File: config.mk
export PLATFORM = sky130hd
export DESIGN_NAME = dac_share_arbiter
export DESIGN_NICKNAME = d
export VERILOG_FILES = /design/src/rtl/dac_share_arbiter.sv
export SDC_FILE = /design/constraint.sdc
export NUM_CORES = 1
export LEC_CHECK = 0
export ABC_AREA = 1
export ABC_CLOCK_PERIOD_IN_PS = 3200
export CAP_MARGIN = 15
export CORE_MARGIN = 2
export CORE_UTILIZATION = 52
export CTS_BUF_LIST = sky130_fd_sc_hd__clkbuf_4
export CTS_CLUSTER_SIZE = 12
export DETAILED_ROUTE_END_ITERATION = 6
export PLACE_DENSITY = 0.95
export SYNTH_ARGS = -nofsm -noshare
export SYNTH_HDL_FRONTEND = slang
export SYNTH_SLANG_ARGS = --single-unit
File: constraint.sdc
create_clock -name sysclk -period 3.2 [get_ports sysclk]
set_clock_uncertainty 0.1 [all_clocks]
set_input_delay 0.32 -clock sysclk [delete_from_list [all_inputs] [get_ports sysclk]]
set_output_delay 0.32 -clock sysclk [all_outputs]
set_load 0.02 [all_outputs]
File: src/rtl/dac_share_arbiter.sv
// Two-source round-robin arbiter feeding one spi2dac/pwm path with a hold-off per transfer.
// Define DAC_ARB_FIXED_PRIO_EN to make source 0 always win a contest instead of alternating.
module dac_share_arbiter #(
   parameter int DATA_W      = 10,
   parameter int XFER_CYCLES = 1000,
   parameter int CNT_W       = 10
) (
   input  logic              sysclk,
   input  logic              reset,
   input  logic [1:0]        req_valid,
   input  logic [DATA_W-1:0] req_data0,
   input  logic [DATA_W-1:0] req_data1,
   output logic [1:0]        req_ready,
   output logic [DATA_W-1:0] dac_data,
   output logic              dac_load,
   output logic              grant_id,
   output logic              busy
);

   typedef enum logic [1:0] {
      IDLE = 2'd0,
      LOAD = 2'd1,
      BUSY = 2'd2
   } state_t;

   state_t            state_q, state_d;
   logic [CNT_W-1:0]  cnt_q, cnt_d;
   logic              last_grant_q, last_grant_d;
   logic [DATA_W-1:0] data_q, data_d;
   logic              grant_q, grant_d;
   logic              load_q;
   logic              busy_q;
   logic              winner_s;

   // Contest winner among the currently valid sources
   always_comb begin
      winner_s = 1'b0;
      case (req_valid)
         2'b01:   winner_s = 1'b0;
         2'b10:   winner_s = 1'b1;
         2'b11: begin
`ifdef DAC_ARB_FIXED_PRIO_EN
            winner_s = 1'b0;
`else
            winner_s = ~last_grant_q;
`endif
         end
         default: winner_s = 1'b0;
      endcase
   end

   // Next-state, handshake and counter control
   always_comb begin
      state_d      = state_q;
      cnt_d        = cnt_q;
      last_grant_d = last_grant_q;
      data_d       = data_q;
      grant_d      = grant_q;
      req_ready    = 2'b00;
      case (state_q)
         IDLE: begin
            if (!reset && (req_valid != 2'b00)) begin
               req_ready    = winner_s ? 2'b10 : 2'b01;
               data_d       = winner_s ? req_data1 : req_data0;
               grant_d      = winner_s;
               last_grant_d = winner_s;
               state_d      = LOAD;
            end else begin
               state_d = IDLE;
            end
         end
         LOAD: begin
            cnt_d   = CNT_W'(XFER_CYCLES - 1);
            state_d = BUSY;
         end
         BUSY: begin
            // Counter is only reloaded in LOAD and halts at zero, so it never wraps
            if (cnt_q == {CNT_W{1'b0}}) begin
               state_d = IDLE;
            end else begin
               cnt_d = cnt_q - CNT_W'(1);
            end
         end
         default: state_d = IDLE;
      endcase
   end

   // State and registered outputs; reset aborts any transfer in flight
   always_ff @(posedge sysclk) begin
      if (reset) begin
         state_q      <= IDLE;
         cnt_q        <= {CNT_W{1'b0}};
         last_grant_q <= 1'b1;
         data_q       <= {DATA_W{1'b0}};
         grant_q      <= 1'b0;
         load_q       <= 1'b0;
         busy_q       <= 1'b0;
      end else begin
         state_q      <= state_d;
         cnt_q        <= cnt_d;
         last_grant_q <= last_grant_d;
         data_q       <= data_d;
         grant_q      <= grant_d;
         load_q       <= (state_d == LOAD);
         busy_q       <= (state_d != IDLE);
      end
   end

   assign dac_data = data_q;
   assign dac_load = load_q;
   assign grant_id = grant_q;
   assign busy     = busy_q;

endmodule

==> reports/qor.yml, run 1 <==
status: "completed"
slew_headroom_pct: 77.4
final_cells: 269
cp_data_required_time_ns: 2.78
grt_usage_pct: 21.7
grt_pass1_wl_um: 4790
h-tree-depth: 1
die_area_sq_um: 3000
synth-edff-count: 0
finalSetupTns_ns: 0
fin_area_sq_um: 1760
vdd_drop_max_uv: 352
end_kind: "output pin"
setup_viol: 0
synthesis.nets: 227
drc: 0
placedCellCount: 266
seq_area_frac_synth_pct: 38.8
cts_root_buf: "clkbuf_4"
path_clk_slew_ns: 0.12
cts_sinks: 26
drt_pass1_iterations: 4
start_util_pct: 54.7
synth_cell_type_count: 25
yosysWarnings: 0
rsz0062_at_grt: "false"
synthDominantCellAreaShare_pct: 38.8
drv_slew: 0
crit_type: "in2out"
fp-row-count: 18
critPathArrivalTime_ns: 2.23
core_region_area_sq_um: 2450
hold_buffers: 0
detailed_place_hpwl_um: 2290
worst_slack_ns: 0.553
grt_max_degree: 18
fmax_mhz: 378
place_ws_ns: 0.561
fin_crit_sh_pct: 82.7
clock_path_buffers: 2
area_growth_pct: 30.8
vias: 1351
leakagePower_nw: 0.782
postPlaceCellArea_sq_um: 1730
fin_util_pct: 71.6
synth_ff_type: "dfxtp_1"
p_per_area_nw_per_um2: 474
via_per_inst: 5.02
async_reset_ff_share_pct: 0
antenna_found_initial: 0
hold_viol_final: 0
worst-path-max-fanout: 12
yosysTopAreaCell: "dfxtp_1"
io_buffers: 38
ys_ff_latch: 26
met1_length_um: 1230
startpoint: "req_valid[0]"
postCtsSetupRepairBufs: 0
grt_pass1_vias: 1191
synth.avg_cell_area_sq_um: 6.65
ant_nets: 0
cts_buffers: 3
top_layer: "met4"
cts.repair.resized: 0
synth_most_common_cell: "nand2_1"
synthTopCellsByArea: "dfxtp_1 (39%), nand2_1 (22%), a21oi_1 (6.3%)"
synthTopCellsByCount: "nand2_1 (77), dfxtp_1 (26), inv_1 (19)"
worst_pin_slew_ns: 0.338
fin_crit_ns: 2.65
drive_gt1_share_pct: 7.95
synth_area_sq_um: 1340
wl_per_cell_um: 10.7
tritoncts: "built"
io_pins: 39
timing.rr.start: "cnt_q[0]"
drtIter0Drc: 18
layout.nets: 266
hp-class: "reg2reg"
insertion_delay_ns: 0.31
grt_overflow: 0
fp.dieH_um: 54.8
fp.dieW_um: 54.8
dr_wl_met2_um: 1420
drt-total-wl_um: 2870
hp-start: "dac_data[5]"
num-fill-cells: 183
place.gp.congestion: 0.815
synthCells: 202
setup.worst_path.start_class: "input port"
diodes: 0
dr_wl_met3_um: 202
drv_cap: 0
-- worst max-delay path, stage by stage --
cell and delay, ns:
clkdlybuf4s50_1 0.49, nand2_1 0.06, nand2_1 0.26, inv_1 0.26, nor2_1 0.21, clkdlybuf4s50_1 0.63
-- worst paths after layout --
check | end | slack (ns) | cells past startpoint
worst max-delay path | req_ready[0] | 0.55 | 6
worst min-delay path | dac_data[5] | 0.37 | 2
worst max register to register | cnt_q[1] | 1.62 | 9
worst min register to register | dac_data[5] | 0.37 | 2
-- cell usage in the layout, fill, tap and decap left out, types with 3 or more instances in the layout --
cell type        instances
o21ai_0                  3
clkdlybuf4s50_1         38
inv_1                   19
nand2_1                 77
a21oi_1                 17
nor2_1                  15
inv_2                    3
dfxtp_1                 26
nand3_1                 17
clkbuf_4                 3
-- power breakdown --
part	leakage (nW)	internal, mW	switching [mW]	total, mW
Sequential	0.214	0.361	0.0283	0.389
Clock	0.0138	0.0440	0.0875	0.132
Combinational	0.554	0.132	0.180	0.312
-- stage by stage --
stage / hold WS (ns) / total power, mW
floorplan: 0.329 / 0.612
global placement: 0.349 / 0.699
detailed placement: 0.352 / 0.709
CTS: 0.372 / 0.839
global route: 0.406 / 0.898
finish: 0.368 / 0.832
-- registers in the layout, summed over array words and instances, names as in the netlist --
signal / cells
grant_id: 1
cnt_q: 10
busy: 1
dac_data: 10
state_q: 2
dac_load: 1
last_grant_q: 1
-- final cells by class --
class | instances | area (sq um) | area share, %
Inverter | 23 | 91.3 | 5.20
Timing Repair Buffer | 40 | 395 | 22.5
Tap cell | 30 | 37.5 | 2.14
Clock buffer | 3 | 22.5 | 1.28
Sequential cell | 26 | 520 | 29.6
Multi-Input combinational cell | 147 | 689 | 39.2
-- kinds of logic after synthesis --
| kind of cell | count (synthesis) | share of synthesized area (%) |
|---|---|---|
| AO/OA/AOI/OAI | 22 | 8.48 |
| XOR/XNOR | 2 | 1.30 |
| adder cells (fa/ha/maj) | 1 | 0.932 |
| buffers and inverters | 29 | 9.88 |
| flip-flops | 26 | 38.8 |
| AND/OR/NAND/NOR | 122 | 40.6 |
-- layer usage --
metal	global-route usage (%)	up-vias
met5	0	-
met4	7.08	0
met3	4.37	4
met2	37.9	45
met1	26.4	597
li1	-	705
(Power assumes the default switching activity.)
==> run 2: changes to the inputs <==
- ABC_CLOCK_PERIOD_IN_PS: 3200 -> 2700
- CORE_UTILIZATION: 52 -> 49
- PLACE_DENSITY: 0.95 -> 0.91
- clock period: 3.2 -> 2.7 ns (I/O delays scaled with it)
==> run 2 against run 1 <==
  * Count of clock-buffer cells in the layout unchanged
  * Hold slack better by 0.0036 ns
  * Sequential cell count did not move
  * Clock power up 110%
  * Routed wire length increased by 3.1%
==> reports/qor.yml, run 2 (synthesized netlist as in run 1, its figures left out) <==
status: "completed"
critPathArrivalTime_ns: 2.03
fmax_mhz: 417
worst-path-max-fanout: 13
die_area_sq_um: 3170
diodes: 0
insertion_delay_ns: 0.33
final_common_cell: "nand2_1"
postCtsSetupRepairBufs: 0
fp.dieH_um: 56.3
final_cells: 272
io_buffers: 38
multiInputGateArea_sq_um: 689
crit_path_max_incr_delay_ns: 0.62
drv_cap: 0
cp_data_required_time_ns: 2.33
crit_type: "in2out"
cts_sinks: 26
fp-row-count: 18
grt_pass1_wl_um: 5310
place.gp.congestion: 0.872
finalSetupTns_ns: 0
power_mw: 1.11
drtIter0Drc: 63
placedCellCount: 268
grt_pass1_vias: 1282
leakagePower_nw: 0.806
timing.rr.start: "cnt_q[0]"
grt_max_degree: 18
cpMaxStageDelayCell: "clkdlybuf4s50_1"
core_region_area_sq_um: 2540
setup.worst_path.start_class: "input port"
vias: 1367
io_pins: 39
p_per_area_nw_per_um2: 615
worst_hold_slack_ns: 0.372
antenna_found_initial: 0
r2r-end: "cnt_q[0]"
reg2reg_depth: 9
drc: 0
start_util_pct: 52.8
hp-class: "reg2reg"
hold_viol_final: 0
cts_buffers: 3
setup_viol: 0
cts.repair.resized: 0
path_clk_slew_ns: 0.15
drt_pass1_iterations: 4
grt_overflow: 0
fin_crit_ns: 2.40
rsz0062_at_grt: "false"
fin_crit_sh_pct: 88.8
worst_pin_slew_ns: 0.264
hp-start: "dac_data[5]"
slew_headroom_pct: 82.4
detailed_place_hpwl_um: 2200
cp_cell_sequence: "clkdlybuf4s50_1, inv_6, o21ai_2, nor3_4, inv_2, nor2_1, clkdlybuf4s50_1"
tritoncts: "built"
drv_slew: 0
cts_root_buf: "clkbuf_4"
seqCellArea_sq_um: 520
layout_common_cells: "nand2_1 (77), clkdlybuf4s50_1 (38), dfxtp_1 (26), inv_1 (19)"
via_per_inst: 5.03
num-fill-cells: 206
vdd_drop_max_uv: 521
drt-total-wl_um: 2960
cpMostUsedCell: "clkdlybuf4s50_1"
hold_end: "dac_data[5]"
h-tree-depth: 1
fin_util_pct: 70.8
layout.nets: 268
ant_nets: 0
clock_path_buffers: 2
grt_usage_pct: 20.5
fp.dieW_um: 56.3
end_kind: "output pin"
area_growth_pct: 34.2
regToRegSetupSlack_ns: 1.11
wl_per_cell_um: 10.9
hold_buffers: 0
whs_path_depth: 2
drive_gt1_share_pct: 9.09
-- run 2: layout make-up --
cell class                      instances  area share, %
Tap cell                               30           2.08
Sequential cell                        26           28.9
Clock buffer                            3           1.25
Inverter                               23           5.07
Timing Repair Buffer                   42           22.8
Clock inverter                          1           1.67
Multi-Input combinational cell        147           38.3
-- run 2: critical path: cells and delay by family --
kind	cells	cell delay, ns
and+or+nand+nor	2	0.31
buffers and inverters	4	1.36
AOI/OAI and AO/OA	1	0.08
-- run 2: worst max path at each step --
stage | from | endpoint | slack (ns) | cells after the start
after floorplan | reset | req_ready[0] | 1.24 | 6
after global placement | reset | req_ready[0] | 0.32 | 7
after detailed placement | reset | req_ready[0] | 0.31 | 7
after CTS | reset | req_ready[0] | 0.30 | 7
after global routing | reset | req_ready[0] | 0.19 | 7
final | reset | req_ready[0] | 0.30 | 7
-- run 2: metal layers --
layer	up-vias	track usage (%)	part of all wire [%]
met5	-	0	0
met4	0	4.42	0.71
met3	2	7.14	8.3
met2	47	35.0	48
met1	606	24.8	43
li1	712	-	-
-- run 2: stage by stage --
stage,setup slack [ns],cell area [sq um]
3_3_place_gp,0.324,1750
2_1_floorplan,1.24,1340
4_1_cts,0.295,1800
3_5_place_dp,0.314,1750
6_report,0.302,1800
5_1_grt,0.189,1800
-- run 2: where the power goes --
part	internal, mW	leakage, nW	switching (mW)
Sequential	0.428	0.214	0.0337
Combinational	0.159	0.564	0.217
Clock	0.150	0.0279	0.121
==> run 3: changes to the inputs <==
- MAX_ROUTING_LAYER: unset -> met4
==> run 3 against run 2 <==
  * Clock power is essentially flat
  * Register-to-register slack is essentially flat
  * Core utilization did not move
  * Cell area is the same
  * Non-clock buffer count stayed put
  * First-iteration DRC count stayed put
  * Global-route usage increased by 0.57 points
  * Setup slack about the same
  * Power hardly changed
  * Sequential cell count is the same
  * Critical path type unchanged
  * Largest power group unchanged
==> reports/qor.yml, run 3 (synthesized netlist as in run 1, its figures left out) <==
cts_root_buf: "clkbuf_4"
fp-row-count: 18
crit_path_max_incr_delay_ns: 0.62
via_per_inst: 5.03
power_mw: 1.11
fin_util_pct: 70.8
r2r-end: "cnt_q[0]"
cp-endpoint: "req_ready[0]"
antenna_found_initial: 0
met3_usage_pct: 6.68
h-tree-depth: 1
worst_pin_slew_ns: 0.264
finalSetupTns_ns: 0
core_region_area_sq_um: 2540
layout.nets: 268
clock_path_buffers: 2
fp.dieW_um: 56.3
grtUsageMet2_pct: 35.0
insertion_delay_ns: 0.33
drt-total-wl_um: 2960
hp-class: "reg2reg"
drt_pass1_iterations: 4
rsz0062_at_grt: "false"
regToRegSetupSlack_ns: 1.11
drtIter0Drc: 63
busiest_layer: "met2"
io_pins: 39
setup_viol: 0
diodes: 0
io_buffers: 38
place_ws_ns: 0.314
cts.repair.resized: 0
grt_pass1_wl_um: 5310
slew_headroom_pct: 82.4
vias: 1367
critPathTopFamily: "buffers and inverters"
fin_crit_ns: 2.40
cpMaxStageDelayCell: "clkdlybuf4s50_1"
area_growth_pct: 34.2
detailed_place_hpwl_um: 2200
status: "completed"
end_kind: "output pin"
drive_gt1_share_pct: 9.09
whs_path_depth: 2
cp_cell_sequence: "clkdlybuf4s50_1, inv_6, o21ai_2, nor3_4, inv_2, nor2_1, clkdlybuf4s50_1"
p_per_area_nw_per_um2: 615
cts_sinks: 26
crit_type: "in2out"
layout_common_cells: "nand2_1 (77), clkdlybuf4s50_1 (38), dfxtp_1 (26), inv_1 (19)"
worst-path-max-fanout: 13
cp.depth: 7
tritoncts: "built"
startpoint: "reset"
setup.worst_path.start_class: "input port"
path_buf_inv: 4
drv_slew: 0
postCtsSetupRepairBufs: 0
hold_viol_final: 0
fin_crit_sh_pct: 88.8
cpMostUsedCell: "clkdlybuf4s50_1"
drc: 0
worst_slack_ns: 0.301
die_area_sq_um: 3170
cp_data_required_time_ns: 2.33
use_met1_pct: 25.1
grt_overflow: 0
grt_usage_pct: 21.0
grt_max_degree: 18
wl_per_cell_um: 10.9
hold_buffers: 0
leakagePower_nw: 0.806
drv_cap: 0
final_common_cell: "nand2_1"
grt_pass1_vias: 1281
reg2reg_depth: 9
ant_nets: 0
path_clk_slew_ns: 0.15
num-fill-cells: 206
critPathArrivalTime_ns: 2.03
vdd_drop_max_uv: 521
timing.rr.start: "cnt_q[0]"
start_util_pct: 52.8
cts_buffers: 3
place.gp.congestion: 0.886
fmax_mhz: 417
fp.dieH_um: 56.3
## run 3: worst min path at each step
stage / slack, ns / start / end
after floorplan: 0.33 / last_grant_q / last_grant_q
after global placement: 0.35 / dac_data[5] / dac_data[5]
after detailed placement: 0.35 / last_grant_q / last_grant_q
after CTS: 0.37 / dac_data[5] / dac_data[5]
after global routing: 0.40 / dac_data[5] / dac_data[5]
final: 0.37 / dac_data[5] / dac_data[5]
## run 3: stage by stage
stage | hold slack (ns) | instance area [sq um] | std cells
after floorplan | 0.329 | 1340 | 202
after global placement | 0.348 | 1750 | 268
after detailed placement | 0.353 | 1750 | 268
after CTS | 0.373 | 1800 | 272
after global routing | 0.403 | 1800 | 272
final | 0.372 | 1800 | 272
## run 3: area by class of cell
cell class / instances / area (sq um) / area share (%)
Clock buffer: 3 / 22.5 / 1.25
Clock inverter: 1 / 30.0 / 1.67
Inverter: 23 / 91.3 / 5.07
Multi-Input combinational cell: 147 / 689 / 38.3
Sequential cell: 26 / 520 / 28.9
Tap cell: 30 / 37.5 / 2.08
Timing Repair Buffer: 42 / 410 / 22.8
## run 3: where the power goes
| group | total (mW) | switching (mW) | internal, mW |
|---|---|---|---|
| clock | 0.271 | 0.121 | 0.150 |
| combinational | 0.376 | 0.217 | 0.159 |
| sequential | 0.461 | 0.0337 | 0.428 |
## run 3: per-layer routing
layer	up-vias	share of wire, %
li1	712	-
met1	606	43
met2	47	48
met3	2	8.0
met4	0	0.68
met5	-	0
## run 3: tightest hold or removal path: stages (launching register included)
cell and delay, ns:
dfxtp_1 0.34, nand2_1 0.06, a21oi_1 0.05
==> RTL edit 1: new RTL, config.mk and constraints of run 2 <==
The parameter `CNT_W` goes from 10 to 12.
--- a/src/rtl/dac_share_arbiter.sv
+++ b/src/rtl/dac_share_arbiter.sv
@@ -4,5 +4,5 @@
    parameter int DATA_W      = 10,
    parameter int XFER_CYCLES = 1000,
-   parameter int CNT_W       = 10
+   parameter int CNT_W       = 12
 ) (
    input  logic              sysclk,
Formal check against the unedited RTL: no difference found for any inputs over 10 cycles, from zero or initial values and one cycle with reset high; that may be too few to reach the edited logic, so the function may still have changed.
==> RTL edit 1 against run 2 <==
Power decreased by 4.6%; setup slack better by 0.16 ns; routed wire length is 8.0% higher; cell area about the same; critical path depth is 1 lower; non-clock buffer count unchanged; sequential cell count is 2 higher; area after synthesis rose by 2.1%; largest cell class unchanged.
==> RTL edit 1: results (changes against run 2) <==
Syn Nets=219 (-3.5%); critical path data arrival time=1.87 ns (-0.16 ns); hold_ws=0.392 ns (+0.0197 ns); Detailed Route Iter0 Violations=28 (-56%); Area contributors post-synth=dfxtp_1, nand2_1, nand3_1; worst slack, placed=0.452 ns (+0.138 ns); met1 GRT Util=0.239 (-0.00855); hold_sp=req_data1[9]; top cells by count, synth=nand2_1, dfxtp_1, inv_1, nand3_1, nor2_1; FF-to-FF setup slack=0.75 ns (-0.36 ns); final period utilization=0.828 (-0.0598); relative slew slack=0.789 (-0.0354); Int Power=674 uW (-8.6%); Worst Hold End=dac_data[9]; Via density=5.18 (+3.1%); CP startpoint=req_valid[1]; worst min-delay path category=in2reg; first-pass GRT wire length=5.38 mm (+1.2%); Placed Cells=261 (-2.6%); total number of vias=1373 (+0.44%); status=complete, no violations; fraction of final layout cells with drive strength greater than 1=0.124 (+0.0330); post-synthesis sequential area ratio=0.409 (+0.0214); GRT Total Usage=0.211 (+0.00579); met3 wire length=283 um (+15%); Comb pwr share=0.366 (+0.027); met3 Use GR=0.0737 (+0.00230); largest net degree at the start of global routing=24 (+6); leak pwr=0.000713 uW (-11%)
==> RTL edit 1: changes by cell type after synthesis, moves of 2 or more <==
cell / change
nand2_1: -26
a31oi_1: +10
a21oi_1: -9
nand2_2: +9
nor2_2: +4
o21ai_0: +3
a31oi_2: +2
buf_2: -2
dfxtp_1: +2
nand2_4: -2
nor2_1: +2
nor2_4: -2
==> RTL edit 1: area by class of cell <==
type,instances,area [um^2]
fillers,226,907
multi-input cells,139,688
well taps,31,38.8
clock buffers,3,22.5
flip-flops and latches,28,561
inverters,21,78.8
repair buffers,42,410
clock inverters,1,3.75
==> RTL edit 1: logic make-up after synthesis <==
logic type | Yosys count | synth area share
AO/OA/AOI/OAI | 30 | 0.139
XOR/XNOR | 1 | 0.00639
adder cells (fa/ha/maj) | 1 | 0.00913
buffers and inverters | 27 | 0.0886
flip-flops | 28 | 0.409
AND/OR/NAND/NOR | 107 | 0.348
==> RTL edit 2: new RTL, config.mk and constraints of run 2 <==
Without the edit above. Re-encode `state_t` (3 states) as one-hot, 3 bits wide.
--- a/src/rtl/dac_share_arbiter.sv
+++ b/src/rtl/dac_share_arbiter.sv
@@ -18,8 +18,8 @@
 );
 
-   typedef enum logic [1:0] {
-      IDLE = 2'd0,
-      LOAD = 2'd1,
-      BUSY = 2'd2
+   typedef enum logic [2:0] {
+      IDLE = 3'b001,
+      LOAD = 3'b010,
+      BUSY = 3'b100
    } state_t;
 
Function: no difference found for any inputs over 10 cycles, from zero or initial values and one cycle with reset high; not proved beyond that.
==> RTL edit 2 against run 2 <==
Worst hold slack lost 0.0017 ns; global-route usage grew 0.050 points; largest cell class unchanged; area after synthesis grew 9.6%; sequential power shrank 2%; first-iteration DRC count shrank 62%; utilization shrank 4.0 points; register-to-register slack lost 0.07 ns; critical path type unchanged; sequential share of layout area shrank 0.050 points; setup slack lost 0.077 ns; power shrank 17%; highest routed layer unchanged; routed wire length grew 6.9%; sequential cell count grew 1; cell area grew 4.0%.
==> RTL edit 2: results (changes against run 2) <==
Area contributors post-synth=dfxtp_1, nand2_1, nand3_2; WL final=3.16 mm (+6.9%); status=complete, no violations; Syn Nets=232 (+2.2%); critical path data arrival time=2.11 ns (+0.08 ns); Synth async-reset ratio=0 (unchanged); fraction of final layout cells with drive strength greater than 1=0.156 (+0.0655); Worst setup endpoint=req_ready[0]; Post-synth top flop=dfxtp_1; final-stage net count=270 (+0.75%); worst-case clock buffer depth=2 (unchanged); leak pwr=0.000808 uW (+0.29%); relative slew slack=0.560 (-0.264); HPWL Detailed=2.41 mm (+9.2%); Reg-to-Reg Start=state_q[1]; Detailed Route Iter0 Violations=24 (-62%); Synth Area in Adders=0.0170 (+0.00769); setup repair bufs after CTS=0 (unchanged); PostCTS Resize Cnt=0 (unchanged); Worst Reg-to-Reg Cells=4 (-5); Antenna diodes=0 (unchanged); first-pass GRT wire length=5.49 mm (+3.2%); Reg clk slew, reported paths=0.14 ns; IO buf count=38 (unchanged); largest net degree at the start of global routing=21 (+3); complex-gate fraction of the synthesized area=0.105 (+0.0206); mux cell area share after synthesis=0 (unchanged); Synth Area in XOR/XNOR=0.0119 (-0.00114); initial antenna violation count=0 (unchanged); H-tree depth=1 (unchanged); Num CTS Buffers=3 (unchanged); vias in the first global route=1372 (+7.0%); Reg-to-Reg End=cnt_q[8]; Area after DPL=1840 um^2 (+5.4%); DRT Pass-1 Iters=4 (unchanged); count of cell types in the netlist=27 (+8.0%); CP startpoint=reset; Yosys warnings=0 (unchanged); Via density=5.07 (+0.94%); Worst-Skew Late Latency=0.32 ns; post-synthesis sequential area ratio=0.367 (-0.0204); GRT Total Usage=0.205 (+0.000501); RD Place Congestion=0.804 (-7.8%); Peak VDD IR=0.451 mV (-13%); worst min-delay path category=reg2reg; total gr overflow=0 (unchanged); critical path fanouts, max=12 (-1); FF-to-FF setup slack=1.04 ns (-0.07 ns); Critical Path Start Type=input pin; top cells by count, synth=nand2_1, dfxtp_1, inv_1
==> RTL edit 2: worst max-delay path: stages <==
cell and delay (ns):
clkdlybuf4s50_1 0.41, inv_1 0.15, o21ai_1 0.15, nor2_4 0.20
inv_2 0.13, nor2_1 0.16, clkdlybuf4s50_1 0.63
==> RTL edit 2: cell type report <==
class	instances	area, um^2
Inverter	20	75.1
Fill cell	229	931
Clock buffer	4	30.0
Timing Repair Buffer	41	403
Tap cell	31	38.8
Multi-Input combinational cell	151	787
Sequential cell	27	541
==> RTL edit 2: per-layer routing <==
layer  track usage  vias up  wire length (um)
li1              -      721                 -
met1         0.221      624              1330
met2         0.356       37              1520
met3        0.0571        8               238
met4         0.120        0                74
met5             0        -                 0
==> RTL edit 2: through the flow <==
step / instances / worst slack, ns / hold slack [ns]
floorplan: 206 / 1.23 / 0.238
global placement: 270 / 0.310 / 0.347
detailed placement: 270 / 0.238 / 0.353
CTS: 274 / 0.209 / 0.372
global route: 274 / 0.0963 / 0.396
finish: 274 / 0.225 / 0.370
==> RTL edit 2: cells by family after synthesis <==
kind of cell,after synthesis
flip-flops,27
XOR/XNOR,2
AO/OA/AOI/OAI,25
buffers and inverters,28
adder cells (fa/ha/maj),2
AND/OR/NAND/NOR,122
==> RTL edit 2: worst min path at each step <==
stage,from,end,slack (ns),cells after the start
3_3_place_gp,dac_data[0],dac_data[0],0.35,2
6_report,dac_data[3],dac_data[3],0.37,2
4_1_cts,dac_data[3],dac_data[3],0.37,2
5_1_grt,dac_data[1],dac_data[1],0.40,2
2_1_floorplan,reset,state_q[2],0.24,1
3_5_place_dp,last_grant_q,last_grant_q,0.35,2
==> RTL edit 2: report_power, final <==
part / switching, uW / internal (uW) / total, uW
Clock: 117 / 67.9 / 185
Sequential: 21.5 / 430 / 451
Combinational: 157 / 127 / 283
Total: 296 / 624 / 920
